`src/rtl/ram_arbiter.sv`:
```
// Two-requester access controller for the 256x8 main memory; sequences ram_sa/ram_s/ram_e and the bus enable.
// Optional build macro RAM_ARB_FIXED_PRIO_EN selects fixed priority (requester 0 wins ties) instead of round-robin.
module ram_arbiter #(
    parameter int unsigned ADDR_W = 8,
    parameter int unsigned DATA_W = 8
) (
    input  logic              clk,
    input  logic              rst_n,
    input  logic              req0,
    input  logic              req1,
    input  logic              we0,
    input  logic              we1,
    input  logic [ADDR_W-1:0] addr0,
    input  logic [ADDR_W-1:0] addr1,
    input  logic [DATA_W-1:0] wdata0,
    input  logic [DATA_W-1:0] wdata1,
    output logic              ack0,
    output logic              ack1,
    output logic [DATA_W-1:0] rdata,
    output logic              busy,
    output logic [ADDR_W-1:0] ram_a,
    output logic              ram_sa,
    output logic              ram_s,
    output logic              ram_e,
    output logic [DATA_W-1:0] ram_bus_out,
    output logic              ram_bus_oe,
    input  logic [DATA_W-1:0] ram_bus_in
);

    typedef enum logic [2:0] {
        S_IDLE    = 3'd0,
        S_ADDR    = 3'd1,
        S_WR      = 3'd2,
        S_WR_HOLD = 3'd3,
        S_RD      = 3'd4,
        S_ACK     = 3'd5
    } state_t;

    state_t              r_state;
    state_t              w_next;
    logic                w_grant;
    logic                w_sel;
    logic                w_arb_sel;
    logic                r_we;
    logic                r_owner;
    logic [ADDR_W-1:0]   r_addr;
    logic [DATA_W-1:0]   r_wdata;
    logic [DATA_W-1:0]   r_rdata;

`ifdef RAM_ARB_FIXED_PRIO_EN
    assign w_arb_sel = ~req0;
`else
    logic r_last;

    // Last-grant pointer: the requester not granted last wins a tie.
    always_ff @(posedge clk or negedge rst_n) begin
        if (!rst_n) begin
            r_last <= 1'b1;
        end else if (w_grant) begin
            r_last <= w_sel;
        end
    end

    assign w_arb_sel = (req0 && req1) ? ~r_last : req1;
`endif

    always_ff @(posedge clk or negedge rst_n) begin
        if (!rst_n) begin
            r_state <= S_IDLE;
        end else begin
            r_state <= w_next;
        end
    end

    always_comb begin
        w_next  = r_state;
        w_grant = 1'b0;
        w_sel   = 1'b0;
        case (r_state)
            S_IDLE: begin
                if (req0 || req1) begin
                    w_grant = 1'b1;
                    w_sel   = w_arb_sel;
                    w_next  = S_ADDR;
                end
            end
            S_ADDR:    w_next = r_we ? S_WR : S_RD;
            S_WR:      w_next = S_WR_HOLD;
            S_WR_HOLD: w_next = S_ACK;
            S_RD:      w_next = S_ACK;
            S_ACK:     w_next = S_IDLE;
            default:   w_next = S_IDLE;
        endcase
    end

    // Capture the winner's request and the read result.
    always_ff @(posedge clk or negedge rst_n) begin
        if (!rst_n) begin
            r_we    <= 1'b0;
            r_owner <= 1'b0;
            r_addr  <= '0;
            r_wdata <= '0;
            r_rdata <= '0;
        end else begin
            if (w_grant) begin
                r_we    <= w_sel ? we1 : we0;
                r_owner <= w_sel;
                r_addr  <= w_sel ? addr1 : addr0;
                r_wdata <= w_sel ? wdata1 : wdata0;
            end
            if (r_state == S_RD) begin
                r_rdata <= ram_bus_in;
            end
        end
    end

    // Strobes are decoded from the next state so they line up with the state they belong to.
    always_ff @(posedge clk or negedge rst_n) begin
        if (!rst_n) begin
            ram_sa      <= 1'b0;
            ram_s       <= 1'b0;
            ram_e       <= 1'b0;
            ram_bus_oe  <= 1'b0;
            ram_bus_out <= '0;
            ack0        <= 1'b0;
            ack1        <= 1'b0;
            busy        <= 1'b0;
        end else begin
            ram_sa      <= (w_next == S_ADDR);
            ram_s       <= (w_next == S_WR);
            ram_e       <= (w_next == S_RD);
            ram_bus_oe  <= (w_next == S_WR) || (w_next == S_WR_HOLD);
            ram_bus_out <= ((w_next == S_WR) || (w_next == S_WR_HOLD)) ? r_wdata : '0;
            ack0        <= (w_next == S_ACK) && !r_owner;
            ack1        <= (w_next == S_ACK) && r_owner;
            busy        <= (w_next != S_IDLE);
        end
    end

    assign ram_a = r_addr;
    assign rdata = r_rdata;

endmodule

```
`config.mk`:
```
export PLATFORM = sky130hd
export DESIGN_NAME = ram_arbiter
export DESIGN_NICKNAME = d
export VERILOG_FILES = /design/src/rtl/ram_arbiter.sv
export SDC_FILE = /design/constraint.sdc
export NUM_CORES = 1
export LEC_CHECK = 0
export ABC_AREA = 1
export CAP_MARGIN = 20
export CORE_MARGIN = 5
export CORE_UTILIZATION = 40
export CTS_CLUSTER_DIAMETER = 40
export DETAILED_ROUTE_END_ITERATION = 8
export PLACE_DENSITY = 0.76
export SYNTH_ARGS = -nofsm -noshare
export SYNTH_HDL_FRONTEND = slang
export SYNTH_SLANG_ARGS = --single-unit
```
`constraint.sdc`:
```
create_clock -name clk -period 1.2 [get_ports clk]
set_input_delay 0.18 -clock clk [delete_from_list [all_inputs] [get_ports clk]]
set_output_delay 0.18 -clock clk [all_outputs]
set_load 0.1 [all_outputs]
```
==> results.sh, run 1 <==
export IMPL_final_net_count=394
export IMPL_antenna_cells_inserted=0
export IMPL_remaining_drc_errors=0
export IMPL_grt_first_pass_wirelength_mm=8.66
export IMPL_ys_warnings_count=0
export IMPL_required_time_of_the_worst_setup_path_ns=1.43
export IMPL_rows=26
export IMPL_area_taken_by_flip_flops_and_latches_mm2=0.00113
export IMPL_grt_total_usage=0.168
export IMPL_place_worst_setup_slack_ns=-0.295
export IMPL_drt_first_iter_violations=93
export IMPL_ctsLongestPathBuffers=2
export IMPL_post_synth_edffs=0
export IMPL_die_height_um=82.3
export IMPL_timing_setup_critical_path_class="flip-flop to flip-flop"
export IMPL_final_setup_viol_count=19
export IMPL_violations="setup timing"
export IMPL_drt_pass1_iter_count=4
export IMPL_synthesis_area_mm2=0.00209
export IMPL_path_cells="nor2_4 -> nand2_2 -> nor2_4 -> buf_4 -> nand3_1 -> nand2_1"
export IMPL_worst_hold_path_type="primary input to async pin"
export IMPL_timing_clock_skew_ns=0.00999
export IMPL_unrepaired_setup_endpoints_after_global_routing="true"
export IMPL_cts_root_buf="clkbuf_8"
export IMPL_arrival_time_at_the_worst_endpoint_ns=1.51
export IMPL_synthesis_instances=254
export IMPL_grt_max_degree=19
export IMPL_worst_setup_path_start_kind="flip-flop"
export IMPL_cell_total_after_placement=405
export IMPL_syn_mean_instance_area_um2=8.24
export IMPL_cp_slowest_stage_delay_ns=0.41
export IMPL_grt_overflow_total=0
export IMPL_antenna_found_initial=0
export IMPL_vias_per_cell=4.75
export IMPL_synthToLayoutAreaGrowth_pct=70.6
export IMPL_final_layout_size_suffix_gt1_frac=0.223
export IMPL_grt_pass1_vias=1933
export IMPL_drt_wl_total_mm=5.66
export IMPL_async_flop_share=1.00
export IMPL_ff_latch_count_synth=45
export IMPL_design_core_area_mm2=0.00511
export IMPL_slew_headroom=0.747
export IMPL_post_synth_top_cells="nand2_1, inv_1, dfrtp_1, nand3_1, nand4_1"
export IMPL_fill_cells=378
export IMPL_final_hold_viol_count=0
export IMPL_worst_skew_pair_late_latency_ns=0.30
export IMPL_drt_antenna_violating_nets=0
export IMPL_area_of_combinational_cells_with_multiple_inputs_um2=741
export IMPL_final_period_utilization=1.07
export IMPL_synth_ff_type="dfrtp_1"
export IMPL_vias=1992
export IMPL_fmax_mhz=779
export IMPL_postLayoutCoreUtil=0.699
export IMPL_min_period_ns=1.28
export IMPL_synth_distinct_cells=18
export IMPL_cts_tree="done"
export IMPL_cpMaxStageDelayCell="dfrtp_1"
export IMPL_setup_worst_path_end_class="flip-flop"
export IMPL_gpl_final_weighted_congestion=0.792
export IMPL_cts_clk_slew_worst_paths_ns=0.09
export IMPL_postSynthNetCount=300
export IMPL_cts_max_level=2
export IMPL_wl_per_cell_um=13.5
export IMPL_dieArea_mm2=0.00678
export IMPL_final_setup_worst_slack_ns=-0.0835
export IMPL_clock_sinks=45
export IMPL_io_buffers=76
export IMPL_cap_violations=0
export IMPL_detailed_place_hpwl_mm=4.14
export IMPL_die_width_um=82.3
export IMPL_synth_top_cells_by_area="dfrtp_1, nand2_1, inv_1"
export IMPL_crit_buf_inv=1
export IMPL_timing_critical_path_max_delay_family="simple AND/OR/NAND/NOR gates"
export IMPL_result_of_the_run="finished, violations left"
export IMPL_slew_violations=0
export IMPL_post_synth_top_count_cell="nand2_1"
export IMPL_yosys_area_top_type_share=0.526
export IMPL_io_pins=77
export IMPL_final_instance_count_excl_fill=419
export IMPL_tns_ns=-1.09
export IMPL_critical_path_most_common_cell="nor2_4"
export IMPL_critical_path_peak_fanout=7
export IMPL_synth_sequential_area_ratio=0.539
export IMPL_initial_core_util=0.410
export IMPL_numCtsBuffers=5
export IMPL_netlist_top_cell_by_area="dfrtp_1"
export IMPL_worst_slew_pin_transition_ns=0.379
## cell families (layout without fill, tap and decap cells)
family / count (synthesis) / after routing / synth area share
AO/OA/AOI/OAI: 3 / 3 / 0.00717
flip-flops: 45 / 45 / 0.539
buffers and inverters: 64 / 157 / 0.139
AND/OR/NAND/NOR: 142 / 144 / 0.315
## sequential cells by signal, summed over array words and instances (netlist names), 3 cells and up
register and count:
rdata 8, ram_a 8, ram_bus_out 8, r_wdata 8, r_state 3
## path summary, 6_finish.rpt
check                      slack [ns]              to  cells past startpoint        from
max                             -0.08        ram_a[3]                      6  r_state[0]
max in group asynchronous        0.45      r_state[2]                      3       rst_n
max reg2reg                     -0.08        ram_a[3]                      6  r_state[0]
min in group clk                 0.36      r_state[0]                      5        req1
min reg2reg                      0.43            ack0                      1     r_owner
min                              0.33  ram_bus_out[7]                      2       rst_n
## cells in the final DEF, fill, tap and decap left out
cell type,n
clkdlybuf4s50_1,43
inv_2,1
a21oi_1,1
o21ai_0,1
buf_12,37
dlygate4sd3_1,1
nand3_4,4
dfrtp_1,44
inv_4,2
buf_2,1
buf_6,2
nand2_1,74
nor2_1,14
dlymetal6s2s_1,1
bufinv_16,1
inv_1,50
nand4_1,17
clkinv_2,1
clkbuf_8,5
clkbuf_1,1
nor2_4,3
o21ai_2,1
dfstp_2,1
nand3_1,24
nand3_2,3
buf_4,11
nand2_2,5
## final cells by class
type	instances	share of cell area
timing repair buffer	96	0.365
sequential	45	0.316
multi-input combinational	147	0.207
inverter	53	0.0571
tap	70	0.0245
clock buffer	6	0.0203
clock inverter	2	0.00981
## through the flow
step | hold slack, ns | cell area [um^2]
5_1_grt | 0.353 | 3570
3_3_place_gp | 0.113 | 3330
6_report | 0.328 | 3570
4_1_cts | 0.343 | 3470
2_1_floorplan | -0.116 | 2100
3_5_place_dp | 0.115 | 3330
## worst register-to-register path: stages (launching register included)
cell and delay [ns]:
dfrtp_1 0.41, nor2_4 0.19, nand2_2 0.09, nor2_4 0.18
buf_4 0.20, nand3_1 0.09, nand2_1 0.06
## metal layers
layer,wire [um],GRT usage
met1,2300,0.197
met2,2820,0.296
met3,458,0.0499
met4,80,0.0449
met5,0,0
## timing repair
action | 4_1_cts | 5_1_grt
cloned | 1 | 1
setup endpoints to repair | 37 | 40
buffers inserted | 0 | 3
pin swaps | 1 | 1
hold buffers | 1 | 0
resized for setup | 4 | 14
endpoints found under the hold margin | 11 | 0
Power of run 1 is not shown: default switching activity piles up to over one toggle a cycle in this logic, so the estimate is an artifact.
==> inputs of run 2 (changes only) <==
ABC_AREA = unset   (was 1)
CORE_UTILIZATION = 38   (was 40)
==> results.sh, run 2 <==
export IMPL_arrival_time_at_the_worst_endpoint_ns=1.88
export IMPL_grt_pass1_vias=1543
export IMPL_ff_latch_count_synth=45
export IMPL_cts_max_level=2
export IMPL_yosys_area_share_adder=0
export IMPL_detailed_place_hpwl_mm=3.52
export IMPL_synth_top_cells_by_area="dfrtp_1, o221a_2, or3_1"
export IMPL_unrepaired_setup_endpoints_after_global_routing="true"
export IMPL_clock_sinks=45
export IMPL_design_core_area_mm2=0.00466
export IMPL_crit_end="r_we"
export IMPL_numCtsBuffers=5
export IMPL_vias_per_cell=5.36
export IMPL_async_flop_share=1.00
export IMPL_antenna_cells_inserted=0
export IMPL_final_setup_viol_count=43
export IMPL_drt_pass1_iter_count=4
export IMPL_cts_tree="done"
export IMPL_worst_hold_path_type="primary input to async pin"
export IMPL_final_hold_viol_count=0
export IMPL_grt_total_usage=0.167
export IMPL_die_width_um=78.9
export IMPL_antenna_found_initial=0
export IMPL_synth_sequential_area_ratio=0.624
export IMPL_netlist_top_cell_by_area="dfrtp_1"
export IMPL_grt_overflow_total=0
export IMPL_syn_mean_instance_area_um2=13.6
export IMPL_wl_per_cell_um=19.0
export IMPL_cts_root_buf="clkbuf_8"
export IMPL_worstRegToRegCells=3
export IMPL_timing_clock_skew_ns=0.00920
export IMPL_area_of_combinational_cells_with_multiple_inputs_um2=806
export IMPL_synthesis_area_mm2=0.00181
export IMPL_die_height_um=78.9
export IMPL_post_synth_top_cells="dfrtp_1, o221a_2, or3_1, and2_1, mux2_2"
export IMPL_yosys_area_top_type_share=0.610
export IMPL_drt_wl_total_mm=5.54
export IMPL_synth_distinct_cells=26
export IMPL_worst_setup_path_start_kind="flip-flop"
export IMPL_postLayoutCoreUtil=0.741
export IMPL_ys_warnings_count=0
export IMPL_setup_worst_path_end_class="flip-flop"
export IMPL_violations="setup timing"
export IMPL_final_net_count=283
export IMPL_grt_max_degree=46
export IMPL_timing_setup_critical_path_class="flip-flop to flip-flop"
export IMPL_timing_critical_path_depth=3
export IMPL_dieArea_mm2=0.00623
export IMPL_synth_top_family_by_area="simple AND/OR/NAND/NOR gates"
export IMPL_final_period_utilization=1.40
export IMPL_timing_critical_path_max_delay_family="simple AND/OR/NAND/NOR gates"
export IMPL_final_setup_worst_slack_ns=-0.480
export IMPL_grt_first_pass_wirelength_mm=7.91
export IMPL_remaining_drc_errors=0
export IMPL_ctsLongestPathBuffers=2
export IMPL_gpl_final_weighted_congestion=0.808
export IMPL_area_taken_by_flip_flops_and_latches_mm2=0.00113
export IMPL_slew_violations=0
export IMPL_worst_slew_pin_transition_ns=0.364
export IMPL_crit_buf_inv=0
export IMPL_synthToLayoutAreaGrowth_pct=91.3
export IMPL_cp_slowest_stage_delay_ns=0.61
export IMPL_io_buffers=76
export IMPL_min_period_ns=1.68
export IMPL_drt_first_iter_violations=84
export IMPL_share_of_synthesized_area_spent_on_multiplexers=0.0554
export IMPL_initial_core_util=0.387
export IMPL_worstReg2RegStart="r_state[2]"
export IMPL_post_synth_top_count_cell="dfrtp_1"
export IMPL_setup_worst_path_start="r_state[2]"
export IMPL_required_time_of_the_worst_setup_path_ns=1.40
export IMPL_final_common_cell="clkdlybuf4s50_1"
export IMPL_synth_compound_area_frac=0.132
export IMPL_layout_cells_most_common_list="clkdlybuf4s50_1, dfrtp_1, buf_12, or3_1, o221a_2"
export IMPL_rows=25
export IMPL_final_layout_size_suffix_gt1_frac=0.508
export IMPL_path_cells="or4b_4 -> or3_4 -> o221a_4"
export IMPL_critical_path_peak_fanout=5
export IMPL_r2r_slack_ns=-0.48
export IMPL_synth_ff_type="dfrtp_1"
export IMPL_post_synth_xor_area_fraction=0
export IMPL_reg_to_reg_critical_path_endpoint="r_we"
export IMPL_post_synth_edffs=0
export IMPL_synthesis_instances=133
export IMPL_result_of_the_run="finished, violations left"
export IMPL_cpMaxStageDelayCell="or4b_4"
export IMPL_cts_clk_slew_worst_paths_ns=0.09
export IMPL_post_synth_and_or_nand_nor_area_fraction=0.152
export IMPL_vias=1565
export IMPL_slew_headroom=0.757
export IMPL_postSynthNetCount=179
export IMPL_drt_antenna_violating_nets=0
export IMPL_cap_violations=0
export IMPL_worst_skew_pair_late_latency_ns=0.30
export IMPL_io_pins=77
export IMPL_fill_cells=272
export IMPL_fmax_mhz=595
run 2: cell types whose count changed after synthesis, moves of 8 or more:
cell	change
mux2_2	+8
nor2_1	-12
or3_1	+17
nand2_1	-75
inv_1	-50
and2_1	+9
nand4_1	-17
nand3_1	-25
o221a_2	+17
run 2: cells by family after synthesis:
kind of cell,count (synthesis)
and+or+nand+nor,45
muxes,9
AOI/OAI and AO/OA,24
DFF,45
buffers and inverters,10
run 2: what timing repair did:
action	in CTS	in global routing
endpoints found under the setup margin	39	43
setup buffers	4	3
gates cloned	3	2
hold endpoints to repair	44	0
pin swaps	4	18
gates resized for setup	24	29
hold buffers	1	0
run 2: worst min path at each step:
| stage | startpoint | endpoint | slack (ns) | cells past startpoint |
|---|---|---|---|---|
| after floorplan | rst_n | ack0 | -0.12 | 0 |
| after global placement | rst_n | ram_bus_out[1] | 0.17 | 2 |
| after detailed placement | rst_n | r_wdata[1] | 0.17 | 2 |
| after CTS | rst_n | ram_bus_out[0] | 0.40 | 3 |
| after global routing | rst_n | r_wdata[1] | 0.44 | 3 |
| final | rst_n | r_wdata[1] | 0.38 | 3 |
run 2: routing by layer:
metal / GRT usage / share of wire
met5: 0 / 0
met4: 0.0601 / 0.015
met3: 0.0442 / 0.071
met2: 0.293 / 0.53
met1: 0.198 / 0.38
run 2: worst min-delay path, delay by kind of cell:
| kind | cells | cell delay (ns) |
|---|---|---|
| buf+inv | 3 | 0.88 |
run 2: final cells by class:
type	instances	area share
Clock buffer	6	0.0239
Clock inverter	2	0.00398
Multi-Input combinational cell	81	0.233
Sequential cell	45	0.327
Tap cell	54	0.0196
Timing Repair Buffer	104	0.392
run 2: per-stage QoR:
| stage | setup WS (ns) | setup TNS (ns) | hold slack (ns) | instance area [um^2] | cells |
|---|---|---|---|---|---|
| 2_1_floorplan | -0.604 | -11.21 | -0.116 | 1810 | 133 |
| 3_3_place_gp | -0.671 | -14.30 | 0.171 | 3050 | 272 |
| 3_5_place_dp | -0.700 | -14.89 | 0.174 | 3050 | 272 |
| 4_1_cts | -0.462 | -12.64 | 0.400 | 3310 | 288 |
| 5_1_grt | -0.507 | -16.12 | 0.437 | 3450 | 292 |
| 6_report | -0.480 | -14.19 | 0.381 | 3450 | 292 |
Power of run 2 is left out for the same reason.
